File: src/rtl/sys_ctrl_pkg.sv
// Shared definitions for the serial-command system controller: command bytes,
// FSM state encoding and the fixed register-file addresses for ALU operands.
package sys_ctrl_pkg;

  typedef enum logic [3:0] {
    ST_IDLE,
    ST_WR_ADDR,
    ST_WR_DATA,
    ST_RD_ADDR,
    ST_RD_WAIT,
    ST_RD_SEND,
    ST_OP_A,
    ST_OP_B,
    ST_ALU_FUN,
    ST_ALU_WAIT,
    ST_SEND_LO,
    ST_SEND_HI
  } state_t;

  localparam logic [7:0] CMD_RF_WR   = 8'hAA;
  localparam logic [7:0] CMD_RF_RD   = 8'hBB;
  localparam logic [7:0] CMD_ALU_OP  = 8'hCC;
  localparam logic [7:0] CMD_ALU_NOP = 8'hDD;

  localparam int OPA_ADDR = 0;
  localparam int OPB_ADDR = 1;

  // The ALU clock is only needed from function fetch until the result is sent.
  function automatic logic is_alu_state(input state_t s);
    return s inside {ST_ALU_FUN, ST_ALU_WAIT, ST_SEND_LO, ST_SEND_HI};
  endfunction

endpackage

File: src/rtl/sys_ctrl.sv
// Byte-stream command decoder driving register-file, ALU and TX FIFO accesses.
// All strobes and data outputs are registered; clk_div_en is permanently on.
//
// state       | meaning
// ST_IDLE     | waiting for a command byte
// ST_WR_ADDR  | RF write: collect address byte
// ST_WR_DATA  | RF write: collect data byte, issue write
// ST_RD_ADDR  | RF read: collect address byte, issue read
// ST_RD_WAIT  | RF read: wait for rf_rd_valid
// ST_RD_SEND  | RF read: push read byte to TX
// ST_OP_A     | ALU: collect operand A, write to RF addr 0
// ST_OP_B     | ALU: collect operand B, write to RF addr 1
// ST_ALU_FUN  | ALU: collect function code, start ALU
// ST_ALU_WAIT | ALU: wait for alu_valid
// ST_SEND_LO  | ALU: push result low byte
// ST_SEND_HI  | ALU: push result high byte
module sys_ctrl
  import sys_ctrl_pkg::*;
#(
  parameter int DATA_WIDTH = 8,
  parameter int ADDR_WIDTH = 4,
  parameter int FUN_WIDTH  = 4
) (
  input  logic                    clk,
  input  logic                    rst,
  input  logic [DATA_WIDTH-1:0]   rx_data,
  input  logic                    rx_valid,
  input  logic [DATA_WIDTH-1:0]   rf_rd_data,
  input  logic                    rf_rd_valid,
  input  logic [2*DATA_WIDTH-1:0] alu_out,
  input  logic                    alu_valid,
  input  logic                    fifo_full,
  output logic [ADDR_WIDTH-1:0]   rf_addr,
  output logic                    rf_wr_en,
  output logic                    rf_rd_en,
  output logic [DATA_WIDTH-1:0]   rf_wr_data,
  output logic                    alu_en,
  output logic [FUN_WIDTH-1:0]    alu_fun,
  output logic                    clk_gate_en,
  output logic [DATA_WIDTH-1:0]   tx_data,
  output logic                    tx_valid,
  output logic                    clk_div_en
);

  state_t                  state_q, state_d;
  logic [2*DATA_WIDTH-1:0] result_q, result_d;
  logic [ADDR_WIDTH-1:0]   rf_addr_d;
  logic [DATA_WIDTH-1:0]   rf_wr_data_d, tx_data_d;
  logic [FUN_WIDTH-1:0]    alu_fun_d;
  logic                    rf_wr_en_d, rf_rd_en_d, alu_en_d, tx_valid_d;

  assign clk_div_en = 1'b1;

  always_ff @(posedge clk or posedge rst) begin
    if (rst) begin
      state_q     <= ST_IDLE;
      result_q    <= '0;
      rf_addr     <= '0;
      rf_wr_en    <= 1'b0;
      rf_rd_en    <= 1'b0;
      rf_wr_data  <= '0;
      alu_en      <= 1'b0;
      alu_fun     <= '0;
      clk_gate_en <= 1'b0;
      tx_data     <= '0;
      tx_valid    <= 1'b0;
    end else begin
      state_q     <= state_d;
      result_q    <= result_d;
      rf_addr     <= rf_addr_d;
      rf_wr_en    <= rf_wr_en_d;
      rf_rd_en    <= rf_rd_en_d;
      rf_wr_data  <= rf_wr_data_d;
      alu_en      <= alu_en_d;
      alu_fun     <= alu_fun_d;
      clk_gate_en <= is_alu_state(state_d);
      tx_data     <= tx_data_d;
      tx_valid    <= tx_valid_d;
    end
  end

  always_comb begin
    state_d      = state_q;
    result_d     = result_q;
    rf_addr_d    = rf_addr;
    rf_wr_data_d = rf_wr_data;
    alu_fun_d    = alu_fun;
    tx_data_d    = tx_data;
    rf_wr_en_d   = 1'b0;
    rf_rd_en_d   = 1'b0;
    alu_en_d     = 1'b0;
    tx_valid_d   = 1'b0;

    unique case (state_q)
      ST_IDLE: if (rx_valid) begin
        if      (rx_data == DATA_WIDTH'(CMD_RF_WR))   state_d = ST_WR_ADDR;
        else if (rx_data == DATA_WIDTH'(CMD_RF_RD))   state_d = ST_RD_ADDR;
        else if (rx_data == DATA_WIDTH'(CMD_ALU_OP))  state_d = ST_OP_A;
        else if (rx_data == DATA_WIDTH'(CMD_ALU_NOP)) state_d = ST_ALU_FUN;
      end
      ST_WR_ADDR: if (rx_valid) begin
        rf_addr_d = rx_data[ADDR_WIDTH-1:0];
        state_d   = ST_WR_DATA;
      end
      ST_WR_DATA: if (rx_valid) begin
        rf_wr_data_d = rx_data;
        rf_wr_en_d   = 1'b1;
        state_d      = ST_IDLE;
      end
      ST_RD_ADDR: if (rx_valid) begin
        rf_addr_d  = rx_data[ADDR_WIDTH-1:0];
        rf_rd_en_d = 1'b1;
        state_d    = ST_RD_WAIT;
      end
      ST_RD_WAIT: if (rf_rd_valid) begin
        result_d = {{DATA_WIDTH{1'b0}}, rf_rd_data};
        state_d  = ST_RD_SEND;
      end
      // tx_data is loaded together with tx_valid so each push carries its own byte.
      ST_RD_SEND: if (!fifo_full) begin
        tx_data_d  = result_q[DATA_WIDTH-1:0];
        tx_valid_d = 1'b1;
        state_d    = ST_IDLE;
      end
      ST_OP_A: if (rx_valid) begin
        rf_addr_d    = ADDR_WIDTH'(OPA_ADDR);
        rf_wr_data_d = rx_data;
        rf_wr_en_d   = 1'b1;
        state_d      = ST_OP_B;
      end
      ST_OP_B: if (rx_valid) begin
        rf_addr_d    = ADDR_WIDTH'(OPB_ADDR);
        rf_wr_data_d = rx_data;
        rf_wr_en_d   = 1'b1;
        state_d      = ST_ALU_FUN;
      end
      ST_ALU_FUN: if (rx_valid) begin
        alu_fun_d = rx_data[FUN_WIDTH-1:0];
        alu_en_d  = 1'b1;
        state_d   = ST_ALU_WAIT;
      end
      ST_ALU_WAIT: if (alu_valid) begin
        result_d = alu_out;
        state_d  = ST_SEND_LO;
      end
      ST_SEND_LO: if (!fifo_full) begin
        tx_data_d  = result_q[DATA_WIDTH-1:0];
        tx_valid_d = 1'b1;
        state_d    = ST_SEND_HI;
      end
      ST_SEND_HI: if (!fifo_full) begin
        tx_data_d  = result_q[2*DATA_WIDTH-1:DATA_WIDTH];
        tx_valid_d = 1'b1;
        state_d    = ST_IDLE;
      end
      default: state_d = ST_IDLE;
    endcase
  end

endmodule

File: config.mk
export PLATFORM = sky130hd
export DESIGN_NAME = sys_ctrl
export DESIGN_NICKNAME = d
export VERILOG_FILES = /design/src/rtl/sys_ctrl_pkg.sv /design/src/rtl/sys_ctrl.sv
export SDC_FILE = /design/constraint.sdc
export NUM_CORES = 1
export LEC_CHECK = 0
export CORE_MARGIN = 2
export CORE_UTILIZATION = 38
export CTS_CLUSTER_DIAMETER = 200
export DETAILED_ROUTE_END_ITERATION = 10
export GPL_TIMING_DRIVEN = 0
export PLACE_DENSITY = 0.67
export SLEW_MARGIN = 0
export SYNTH_ARGS = -nofsm -noshare
export SYNTH_HDL_FRONTEND = slang
export SYNTH_SLANG_ARGS = --single-unit
export TNS_END_PERCENT = 10
File: constraint.sdc
create_clock -name clk -period 1.6 [get_ports clk]
set_input_delay 0.4 -clock clk [delete_from_list [all_inputs] [get_ports clk]]
set_output_delay 0.4 -clock clk [all_outputs]
set_load 0.01 [all_outputs]
Word-level counts from Yosys, hierarchy flattened
Cells that the tools add are included.
- flip-flop bits (word level): 49
- bits of input ports: 38
- output and inout bits: 30
- word-level logic and storage cells: 84
- equal/unequal tests: 26
- multiplexer cells: 32
- reductions and logical operators: 15
- operators by type and width (kind ; count):
    $mux 4 ; 18
    $pmux 4 s11 ; 1
    $eq 4x4->1 const B ; 8
    $eq 8x8->1 const B ; 4
    $mux 16 ; 2
    $pmux 16 s2 ; 1
    $eq 4x3->1 const B ; 4
    $mux 8 ; 2
    $pmux 8 s2 ; 1
    $ne 2x2->1 const B ; 6
    $pmux 4 s3 ; 1
    $eq 4x2->1 const B ; 2
    $mux 1 ; 6
    $reduce_and 3->1 ; 2
    $reduce_or 2->1 ; 3
    $reduce_or 3->1 ; 2
    $eq 4x1->1 const B ; 1
    $logic_not 4->1 ; 1
    $reduce_and 2->1 ; 2
    $reduce_and 4->1 ; 1
    $reduce_bool 2->1 ; 2
    $reduce_bool 4->1 ; 1
    $reduce_bool 3->1 ; 1
    $ne 2x1->1 const B ; 1

Depth between registers and ports, before layout
- depth after elaboration: 9
- gate-level depth with buffers: 7
- mapped depth without buffers: 4

Worst setup path after synthesis
OpenSTA, ideal clock, no wires.
- path type: flip-flop to flip-flop
- from: reg state_q[2]
- to: reg result_q[0]
- library setup time: 126 ps
- arrival time: 1345 ps
- required time: 1474 ps
- slack: 129 ps
- stages on the path, launching flop included: 7
- buffers on the path: 2
- period minus slack after synthesis: 1471 ps
- cells stage by stage: dfrtp_1 -> nand2b_1 -> nor3b_1 -> buf_4 -> buf_4 -> mux2i_1 -> a21oi_1
- longest elaborated chain between the ends: 3
- elaborated cells between the ends (all ways): 7
- those cells by class: eq/ne: 4; mux: 1; reduce/logical: 2
- RTL lines (item ; line ; source):
    from (decl) ; sys_ctrl.sv:45 ; state_t state_q, state_d;
    from (signal assigned) ; sys_ctrl.sv:68 ; state_q <= state_d;
    $eq 4x4->1 or $eq 4x3->1 (tied branches) ; sys_ctrl.sv:94 ; unique case (state_q)
    $ne 2x2->1 (no line) or $reduce_bool 2->1 (tied branches) ; - ;
    $reduce_and 3->1 (no line) ; - ;
    to (signal assigned) ; sys_ctrl.sv:69 ; result_q <= result_d;
    to (decl) ; sys_ctrl.sv:46 ; logic [2*DATA_WIDTH-1:0] result_q, result_d;
Several ways; a longest one is shown, not always the timed one.
A chain may end at the register's enable or synchronous reset.

Worst setup path after layout
- from: reg state_q[2]
- to: reg state_q[1]
- longest elaborated chain between the ends: 3
- elaborated cells between the ends (all ways): 14
- those cells by class: eq/ne: 11; mux: 1; reduce/logical: 2
- RTL lines (item ; line):
    $eq 4x4->1 or $eq 4x3->1 (tied branches) ; sys_ctrl.sv:94
    $reduce_or 2->1 (no line) ; -
    $pmux 4 s11 * ; sys_ctrl.sv:94
    named net state_d[1] ; sys_ctrl.sv:45
The timed path passes the listed nets; every way through them passes the cells marked *.

==> summary by stage <==
STA
Derived from the worst setup path, the maximum achievable clock frequency is 620 MHz. In the finished design, the share of the clock period the worst path needs comes to 101%. In the post-route analysis, the smallest setup slack over all paths is -0.0131 ns. The setup skew after layout is 0.00560 ns.

After layout, the minimum clock period comes to 1.61 ns. The final setup violation count is 2. The number of endpoints with negative hold slack in the final report was 0.

Setup repair after global routing could not meet its margin everywhere. The final max-slew violation count is 0.

Detailed routing
The number of DRC violations after detailed routing is 0. After detailed routing, the number of vias per cell comes to 5.18. The post-detailed-route wirelength per cell is 15.3 um. Before antenna repair, the detailed router went through 4 iterations. Summed over all layers, the routed wires come to 6150 um. The via count is 2082. The number of violations reported at the end of detailed-routing iteration 0 is 217. The number of routed nets with antenna violations is 0.

GRT
The global-route track usage on met2 is 27.1%. For met1 alone, demand over resource in global routing was 25.4%. The number of antenna violations at the first check in global routing is 0. Global routing finished with a remaining overflow of 0. The first-pass GRT wire length is 9910 um. The maximum number of pins on one net before global-route repair is 30.

The via count of the first global-routing pass was 2030. For this run, the total global-route usage over all layers was measured as 17.4%. In the global route stage, met3 resource usage came out at 2.39%. The peak-usage layer in the global routing report is met2.

Synth
sky130_fd_sc_hd__dfrtp_1 takes more of the synthesized area than any other cell. Of the post-synthesis cell area, the dominant cell type holds 51.7%. The count of cell types in the netlist is 40. The number of warning messages in the yosys log is 0. Counting flops with a built-in enable in the synthesized netlist gives 0. The summed instance area of the synthesized netlist is 2370 um^2. The number of nets handed over by synthesis was 280.

The per-instance average area after synthesis is 9.80 um^2. The post-synthesis sequential element count is 49. In the post-synthesis netlist, the biggest area contributors are sky130_fd_sc_hd__dfrtp_1 52%, sky130_fd_sc_hd__a21oi_1 7.0%, sky130_fd_sc_hd__mux2i_1 4.2%. The share of async-settable or async-resettable flops after synthesis is 100%. The most used flip-flop cell after synthesis is sky130_fd_sc_hd__dfrtp_1. After synthesis, the most frequently instantiated cells are 49 x sky130_fd_sc_hd__dfrtp_1, 33 x sky130_fd_sc_hd__a21oi_1, 23 x sky130_fd_sc_hd__nor2_1. The synthesized instance count is 242.

Of the synthesized area, sequential elements account for 51.7%. Yosys instantiated no cell more often than sky130_fd_sc_hd__dfrtp_1.

Worst setup path
Data on the critical path arrives at its endpoint at 1.83 ns. The setup slack on the worst flop-to-flop path is -0.01 ns. The logic depth of the worst register-to-register path is 5. The setup path with the least slack is of type reg -> reg. The kind of launch point of the worst setup path is a flip-flop. The largest fanout on the critical path is 8.

The largest single stage delay on the critical path is 0.52 ns. The endpoint of the worst register-to-register path is state_q[1]$_DFF_PP0_. The critical path goes through buf_6 -> or4b_4 -> nor3_4 -> o21ai_1 -> o211ai_1. The reg-to-reg startpoint is state_q[2]$_DFF_PP0_. For the worst setup path, the data required time is 1.81 ns. For this design, the slowest cell found on the critical path is sky130_fd_sc_hd__or4b_4. The worst setup path is captured at a flip-flop.

Pwr
Overall power consumption after layout is estimated at 0.00546 W. The worst-case vdd ir drop is 0.000823 V. The power density relative to cell area is 1560 nW/um^2. The analysis attributes to cell leakage a power of 1.60 nW.

CTS
The H-tree was split into 2 levels. Clock tree synthesis selected as its root buffer the cell sky130_fd_sc_hd__clkbuf_8. TritonCTS built the clock tree. The clock passes through at most 2 buffers. Clock tree synthesis inserted a total of 5 buffers.

The clock net sink count is 49. The clock-pin slew of the registers on the worst-case setup and hold paths is 0.09 ns. In this run, post-CTS hold repair placed 0 buffers. The source-to-sink clock delay at the later pin of the worst-skew pair is 0.30 ns.

Cells and area
In the final design database the tool counted 364 nets. The ratio of cells with drive above 1 in the final layout is 19.3%. Cells fill 58.5% of the core in the end. The count of cells in the finished layout, fillers not included, comes to 402. 0 antenna diodes ended up in the layout.

The area growth from synthesis to layout is 47.8%. Once layout is done, the placed cells without fillers occupy 3510 um^2. Fill cells in the final layout number 510.

Place
The worst setup slack after placement is -0.489 ns. The placed cell area is 3150 um^2. The routability-driven placement congestion ratio is 0.826. Once detailed placement completed, the half-perimeter wirelength came to 4190 um. The number of instances in the placed design is 384. The number of buffer cells added on primary ports is 66.

Floorplanning
The height of the die is 83.0 um. The top-level I/O count is 68. The die covers 6890 um^2. The number of core rows is 28. The chip width is 83.0 um. The floorplan step defined a core boundary enclosing 5990 um^2. For this configuration, the core starts out at a cell density of 39.6%.

Flow run
Max-cap violations in this run came to 0.

Run status
The final reports fail on negative setup slack. The flow ran to the end, but the final reports show violations.

Hold path
The worst min-delay path class is in -> async.
flip-flops by register name, indices dropped and copies added, names as in the netlist:
name	cells
rf_wr_en	1
tx_data	8
rf_rd_en	1
result_q	16
tx_valid	1
alu_fun	4
rf_wr_data	8
clk_gate_en	1
state_q	4
alu_en	1
rf_addr	4
placed cells by master, fill, tap and decap left out, types with 2 or more instances in the layout:
| master | count |
|---|---|
| sky130_fd_sc_hd__a21oi_1 | 28 |
| sky130_fd_sc_hd__a21oi_2 | 5 |
| sky130_fd_sc_hd__a21oi_4 | 2 |
| sky130_fd_sc_hd__buf_12 | 3 |
| sky130_fd_sc_hd__buf_4 | 13 |
| sky130_fd_sc_hd__buf_6 | 2 |
| sky130_fd_sc_hd__clkbuf_4 | 5 |
| sky130_fd_sc_hd__clkbuf_8 | 5 |
| sky130_fd_sc_hd__clkdlybuf4s50_1 | 37 |
| sky130_fd_sc_hd__dfrtp_1 | 48 |
| sky130_fd_sc_hd__dlygate4sd2_1 | 17 |
| sky130_fd_sc_hd__dlymetal6s2s_1 | 12 |
| sky130_fd_sc_hd__inv_1 | 16 |
| sky130_fd_sc_hd__mux2_1 | 4 |
| sky130_fd_sc_hd__mux2_2 | 8 |
| sky130_fd_sc_hd__mux2i_1 | 9 |
| sky130_fd_sc_hd__nand2_1 | 7 |
| sky130_fd_sc_hd__nand2_2 | 3 |
| sky130_fd_sc_hd__nand2b_1 | 4 |
| sky130_fd_sc_hd__nand3_1 | 12 |
| sky130_fd_sc_hd__nand3b_1 | 3 |
| sky130_fd_sc_hd__nand4bb_1 | 3 |
| sky130_fd_sc_hd__nor2_1 | 23 |
| sky130_fd_sc_hd__nor2b_2 | 2 |
| sky130_fd_sc_hd__nor3_1 | 9 |
| sky130_fd_sc_hd__o21ai_0 | 13 |
| sky130_fd_sc_hd__o21ai_1 | 2 |
repair_timing:
item,CTS,global route
endpoints found under the setup margin,58,51
buffers inserted,4,7
pin swaps,2,3
endpoints found under the hold margin,0,0
resized for setup,28,34
power breakdown:
group	switching, W	internal, W
sequential	0.000285	0.00179
combinational	0.00128	0.00122
clock	0.000419	0.000470
total	0.00198	0.00348
metrics by stage:
stage	setup TNS (ns)	hold WS (ns)
floorplan	0	0.495
global placement	-58.02	0.468
detailed placement	-12.94	0.481
CTS	-0.106	0.430
global route	-0.565	0.479
finish	-0.0212	0.425
worst max-delay path by stage:
stage	start	to	slack (ns)
after floorplan	rst	alu_en$_DFF_PP0_	0.03
after global placement	rst	tx_data[7]$_DFFE_PP0P_	-0.91
after CTS	state_q[2]$_DFF_PP0_	state_q[1]$_DFF_PP0_	-0.03
final	state_q[2]$_DFF_PP0_	state_q[1]$_DFF_PP0_	-0.01
after detailed placement	rx_valid	alu_fun[3]$_DFFE_PP0P_	-0.49
after global routing	state_q[1]$_DFF_PP0_	tx_data[4]$_DFFE_PP0P_	-0.08
worst max-delay path, delay by kind of cell, from the launching register on:
kind | cells | cell delay (ns)
buffers and inverters | 1 | 0.15
AOI/OAI and AO/OA | 2 | 0.20
and+or+nand+nor | 2 | 0.70
DFF | 1 | 0.47
cell families after synthesis:
group | Yosys count | synth area share, %
AND/OR/NAND/NOR | 79 | 18.2
AO/OA/AOI/OAI | 58 | 13.6
flip-flops | 49 | 51.7
buffers and inverters | 32 | 6.12
multiplexers | 22 | 9.92
XOR/XNOR | 1 | 0.369
other | 1 | 0.158
final cells by class:
| type | instances | area, um^2 | share of cell area, % |
|---|---|---|---|
| repair buffers | 78 | 797 | 22.7 |
| plain buffers | 14 | 104 | 2.96 |
| multi-input cells | 161 | 1110 | 31.6 |
| clock inverters | 2 | 38.8 | 1.11 |
| clock buffers | 6 | 72.6 | 2.07 |
| flip-flops and latches | 49 | 1230 | 35.0 |
| well taps | 75 | 93.8 | 2.68 |
| inverters | 17 | 63.8 | 1.82 |
metal layers:
metal / share of wire [%] / routed length [um]
met1: 47 / 2910
met2: 49 / 2990
met3: 2.8 / 170
met4: 1.3 / 78
met5: 0 / 0
Note: power is estimated with default switching activity, not from simulation.
==> RTL change 1, RTL diff (same flow settings) <==
`rf_wr_data` no longer has a reset.
--- a/src/rtl/sys_ctrl.sv
+++ b/src/rtl/sys_ctrl.sv
@@ -59,5 +59,4 @@
       rf_wr_en    <= 1'b0;
       rf_rd_en    <= 1'b0;
-      rf_wr_data  <= '0;
       alu_en      <= 1'b0;
       alu_fun     <= '0;
@@ -71,5 +70,4 @@
       rf_wr_en    <= rf_wr_en_d;
       rf_rd_en    <= rf_rd_en_d;
-      rf_wr_data  <= rf_wr_data_d;
       alu_en      <= alu_en_d;
       alu_fun     <= alu_fun_d;
@@ -78,4 +76,8 @@
       tx_valid    <= tx_valid_d;
     end
+  end
+
+  always_ff @(posedge clk) begin
+    rf_wr_data <= rf_wr_data_d;
   end
 
Formal check against the unedited RTL: differs if rst is asserted again (counterexample within 4 cycles, from zero or initial values and one cycle with rst high); with rst held inactive, the same outputs for 10 cycles.
==> RTL change 1 against the original RTL <==
  * The run still ends with setup timing left
  * Via count down 8.5%
  * Utilization down 2.4 points
  * Routed wire length down 9.5%
  * First-iteration DRC count down 32%
  * Power down 9.8%
  * Clock power down 5.5%
  * Cell area down 4.1%
  * Hold slack worse by 0.0082 ns
  * Synthesized area up 0.32%
  * Count of clock-buffer cells in the layout up 2
  * Worst setup slack worse by 0.0049 ns
  * Sequential cell count unchanged
  * Critical path type unchanged
  * Critical endpoint is now alu_fun[3]
  * Largest cell class unchanged
  * Largest power group unchanged
  * Highest routed layer unchanged
==> RTL change 1: results (changes against the original RTL) <==
outcome:
  violations_in_the_final_reports: "setup timing"  # unchanged
  status: "finished with violations"  # unchanged
logic_synthesis:
  count_of_flip_flops_with_a_built_in_enable_after_synthesis: 8  # was 0
  synth_async_sr_flop_share_pct: 83.7  # was 100%
  ys_top_cells_by_count: "sky130_fd_sc_hd__dfrtp_1, sky130_fd_sc_hd__a21oi_1, sky130_fd_sc_hd__nor2_1"  # unchanged
  synthTopCellsByArea: "sky130_fd_sc_hd__dfrtp_1, sky130_fd_sc_hd__edfxtp_1, sky130_fd_sc_hd__mux2i_1, sky130_fd_sc_hd__a21oi_1, sky130_fd_sc_hd__nor2_1"  # was sky130_fd_sc_hd__dfrtp_1, sky130_fd_sc_hd__a21oi_1, sky130_fd_sc_hd__mux2i_1, sky130_fd_sc_hd__mux2_2, sky130_fd_sc_hd__nor2_1
  yosysSeqAreaShare_pct: 53.2  # was 51.7%
  synth_nets: 259  # was 280
  synth_cell_types: 41  # was 40
  ys_warn_count: 0  # unchanged
detailed_routing:
  vias_per_cell: 5.08  # was 5.18
  detailedRoute.firstIterationViolations: 148  # was 217
  routedWlPerCell_um: 14.8  # was 15.3 µm
global_route:
  grt_pass1_vias: 1838  # was 2030
  global_route.usage.met2_pct: 24.0  # was 27.1%
  grt.total_usage_pct: 16.2  # was 17.4%
  grt_first_pass_wirelength_um: 9140  # was 9910 µm
  pin_count_of_the_biggest_net_entering_global_routing: 42  # was 30
  grt_use_met1_pct: 24.1  # was 25.4%
  gr-usage-met3_pct: 2.58  # was 2.39%
power:
  cellLeakagePower_nw: 1.51  # was 1.60 nW
  ir_worst_vdd_uv: 607  # was 823 µV
cts:
  cts-buffers-inserted: 5  # unchanged
  cts-root-to-sink-buffers: 2  # unchanged
  path_clk_slew_ns: 0.09  # about the same
min_path:
  class_of_the_tightest_hold_or_removal_check: "in -> reg"  # was in -> async
place:
  pre_cts_ws_ns: -0.790  # was -0.489 ns
  hpwlAfterDp_um: 3930  # was 4190 µm
  globalplace.congestion: 0.874  # was 0.826
setup_path:
  arrival_ns: 1.81  # was 1.83 ns
  slowest_stage: "sky130_fd_sc_hd__dfrtp_1"  # was sky130_fd_sc_hd__or4b_4
  critical-path-top-delay-family: "flip-flops"  # was simple AND/OR/NAND/NOR gates
  critical_path_s_largest_stage_delay_ns: 0.43  # was 0.52 ns
  maximum_fanout_encountered_on_the_critical_timing_path: 10  # was 8
timing:
  postLayoutSetupSlackWorst_ns: -0.0181  # was -0.0131 ns
  setup_viols_final: 5  # was 2
  clock_skew_ns: 0.00959  # was 0.00560 ns
  timing.max_slew.rel_slack_pct: 43.7
  fin_hold_ws_ns: 0.416  # was 0.425 ns
  setup_tns_ns: -0.0671  # was -0.0212 ns
finish:
  layout.nets: 337  # was 364
  post_route_cells_drive_above_1_share_pct: 16.7  # was 19.3%
-- RTL change 1: cell count changes in the layout (fill, tap and decap cells not counted), sizes merged, moves of 6 or more --
cell / before / now
nor3: 11 / 0
clkdlybuf4s50: 37 / 43
edfxtp: 0 / 8
a21oi: 35 / 23
mux2i: 10 / 18
dfrtp: 49 / 41
mux2: 12 / 5
-- RTL change 1: cell families (layout without fill, tap and decap cells) --
family / count (synthesis) / count (layout) / share of synthesized area (%)
muxes: 23 / 23 / 9.94
other: 1 / 1 / 0.158
xor gates and xnor gates: 1 / 1 / 0.368
DFF: 49 / 49 / 53.2
buffers and inverters: 30 / 109 / 7.20
AOI/OAI and AO/OA: 50 / 50 / 12.1
and+or+nand+nor: 67 / 67 / 17.0
-- RTL change 1: final timing paths --
path | start | endpoint | cells past startpoint
min in group asynchronous | rst | rf_addr[3] | 2
setup / recovery | state_q[1] | alu_fun[3] | 5
setup reg to reg | state_q[1] | alu_fun[3] | 5
hold / removal | rx_data[1] | rf_wr_data[1] | 1
hold reg to reg | alu_fun[2] | alu_fun[2] | 1
max in group asynchronous | rst | clk_gate_en | 2
-- RTL change 1: power by group --
group          internal, mW  switching (mW)  total [mW]
sequential             1.75           0.242        1.99
clock                 0.447           0.393       0.840
combinational          1.03            1.08        2.10
total                  3.22            1.71        4.93
-- RTL change 1: routing by layer --
metal	vias up	share of wire, %
li1	929	-
met1	917	49
met2	55	46
met5	-	0
met4	0	1.1
met3	4	3.8
-- RTL change 1: repair_timing --
item                       in CTS  in global routing
pin swaps                       0                  4
resized for setup              24                 23
setup endpoints to repair      38                 33
buffers inserted                2                  3
-- RTL change 1: cell type report --
type,count,area [µm²]
well taps,75,93.8
inverters,14,52.6
clock buffers,8,111
plain buffers,16,140
multi-input cells,142,1000
flip-flops and latches,49,1270
fillers,545,2630
repair buffers,71,696
-- RTL change 1: per-stage QoR --
stage / cell area (µm²) / std cells / utilization, %
floorplan: 2380 / 221 / -
global placement: 3130 / 362 / 52.3
detailed placement: 3130 / 362 / 52.3
CTS: 3270 / 372 / 54.6
global route: 3360 / 375 / 56.2
finish: 3360 / 375 / 56.2
==> RTL change 2, RTL diff (config.mk and constraints unchanged) <==
Made on the original files. Change the parameter `FUN_WIDTH` from 4 to 3.
--- a/src/rtl/sys_ctrl.sv
+++ b/src/rtl/sys_ctrl.sv
@@ -20,5 +20,5 @@
   parameter int DATA_WIDTH = 8,
   parameter int ADDR_WIDTH = 4,
-  parameter int FUN_WIDTH  = 4
+  parameter int FUN_WIDTH  = 3
 ) (
   input  logic                    clk,
Ports: changed (resized alu_fun); port bits go from 68 to 67. No check against the original RTL was run, so the function may have changed too.
==> RTL change 2 against the original RTL <==
  * Non-clock buffer count down 1
  * Via count decreased by 0.43%
  * Routed wire length decreased by 0.96%
  * Power about the same
  * Synthesized area is 1.3% lower
  * Combinational power increased by 8.0%
  * Sequential cell count down 1
  * Worst setup slack better by 0.067 ns
  * Sequential share of layout area decreased by 0.055 points
  * Utilization fell by 0.36 points
  * Cell area fell by 1.8%
  * Sequential power down 2%
  * Critical endpoint is now state_q[0]
  * Largest cell class unchanged
==> RTL change 2: results (changes against the original RTL) <==
outcome:
  status: "finished clean"  # was finished with violations
detailed_routing:
  vias_per_cell: 5.22  # was 5.18
  drt_pre_antenna_iters: 4  # unchanged
  routedWlPerCell_um: 15.3  # about the same
  drt_wl_total_um: 6090  # was 6150 µm
  detailedRoute.firstIterationViolations: 159  # was 217
finish:
  fill_cells: 549  # was 510
  post_route_cells_drive_above_1_share_pct: 20.8  # was 19.3%
  layout.nets: 359  # was 364
logic_synthesis:
  ys_top_cells_by_count: "sky130_fd_sc_hd__dfrtp_1, sky130_fd_sc_hd__a21oi_1, sky130_fd_sc_hd__nor2_1"  # unchanged
  yosysSeqAreaShare_pct: 51.3  # was 51.7%
  synth_nets: 275  # was 280
  ys_dominant_reg_cell: "sky130_fd_sc_hd__dfrtp_1"  # unchanged
  syn-mean-instance-area_um2: 9.88  # was 9.80 µm²
  synthTopCellsByArea: "sky130_fd_sc_hd__dfrtp_1, sky130_fd_sc_hd__a21oi_1, sky130_fd_sc_hd__mux2_2, sky130_fd_sc_hd__mux2i_1, sky130_fd_sc_hd__nor2_1"  # was sky130_fd_sc_hd__dfrtp_1, sky130_fd_sc_hd__a21oi_1, sky130_fd_sc_hd__mux2i_1, sky130_fd_sc_hd__mux2_2, sky130_fd_sc_hd__nor2_1
place:
  hpwlAfterDp_um: 4180  # was 4190 µm
  globalplace.congestion: 0.800  # was 0.826
  place.detailed.instances: 378  # was 384
  pre_cts_ws_ns: -0.504  # was -0.489 ns
  place.port_buffers: 65  # was 66
  place_area_um2: 3110  # was 3150 µm²
global_route:
  grt_pass1_vias: 1887  # was 2030
  grt_first_pass_wirelength_um: 9430  # was 9910 µm
  grt.total_usage_pct: 18.3  # was 17.4%
  pin_count_of_the_biggest_net_entering_global_routing: 29  # was 30
power:
  proportion_of_total_power_due_to_net_switching_pct: 38.4  # was 36.3%
  cellLeakagePower_nw: 1.57  # was 1.60 nW
  ir_worst_vdd_uv: 716  # was 823 µV
cts:
  cts-root-to-sink-buffers: 2  # unchanged
timing:
  fin_hold_ws_ns: 0.430  # was 0.425 ns
  setup_tns_ns: 0  # was -0.0212 ns
  clock_skew_ns: 0.00633  # was 0.00560 ns
setup_path:
  timing.reg2reg.worst_path_depth: 6  # was 5
  rr_endpoint: "rf_wr_data[4]"  # was state_q[1]
RTL change 2: cell types whose count changed after synthesis, sizes merged:
| cell | delta |
|---|---|
| o211ai | +2 |
| a211oi | -1 |
| a21oi | -1 |
| a311o | +1 |
| clkbuf | -1 |
| dfrtp | -1 |
| mux2 | -1 |
| nand2 | -1 |
| nand3b | -1 |
| nor3 | -1 |
| nor4 | -1 |
| nor4b | +1 |
| o41ai | +1 |
| or4b | -1 |
RTL change 2: kinds of logic after synthesis:
group | share of synthesized area [%]
AND/OR/NAND/NOR | 17.7
AO/OA/AOI/OAI | 14.8
flip-flops | 51.3
buffers and inverters | 6.09
multiplexers | 9.57
XOR/XNOR | 0.374
other | 0.160
RTL change 2: worst max path at each step:
stage,startpoint,to,slack [ns],cells past startpoint
after floorplan,rst,alu_en,0.06,1
after global placement,rst,clk_gate_en,-0.89,2
after detailed placement,rx_valid,alu_fun[2],-0.50,4
after CTS,rx_data[1],state_q[0],0.0005,5
after global routing,state_q[3],state_q[0],-0.03,5
final,rx_data[5],state_q[0],0.05,5
RTL change 2: layer usage:
layer	global-route usage (%)	share of wire [%]
met2	27.2	48
met4	5.90	1.5
met1	27.5	46
met3	2.50	4.8
met5	0	0
RTL change 2: cell type report:
cell class | instances | share of cell area [%]
buffer | 14 | 3.05
clock buffer | 5 | 2.00
clock inverter | 3 | 0.618
inverter | 17 | 1.85
multi-input combinational | 158 | 32.4
sequential | 48 | 34.9
tap | 75 | 2.72
timing repair buffer | 77 | 22.4
RTL change 2: critical path: stages:
cell and delay, ns:
sky130_fd_sc_hd__clkdlybuf4s50_1 0.50, sky130_fd_sc_hd__nand4bb_4 0.26, sky130_fd_sc_hd__o31ai_2 0.22, sky130_fd_sc_hd__o311a_1 0.25, sky130_fd_sc_hd__o32ai_2 0.09
RTL change 2: power by group through the flow:
| stage | sequential (mW) | combinational (mW) | clock, mW |
|---|---|---|---|
| floorplan | 2.17 | 1.31 | 0 |
| global placement | 2.05 | 2.49 | 0 |
| detailed placement | 2.07 | 2.53 | 0 |
| CTS | 2.04 | 2.48 | 0.758 |
| global route | 2.10 | 2.93 | 0.803 |
| finish | 2.03 | 2.70 | 0.731 |
RTL change 2: what timing repair did:
action / CTS / global route
gates resized for setup: 29 / 39
setup buffers: 4 / 7
hold buffers: 0 / 0
setup endpoints to repair: 61 / 53
pin swaps: 2 / 4
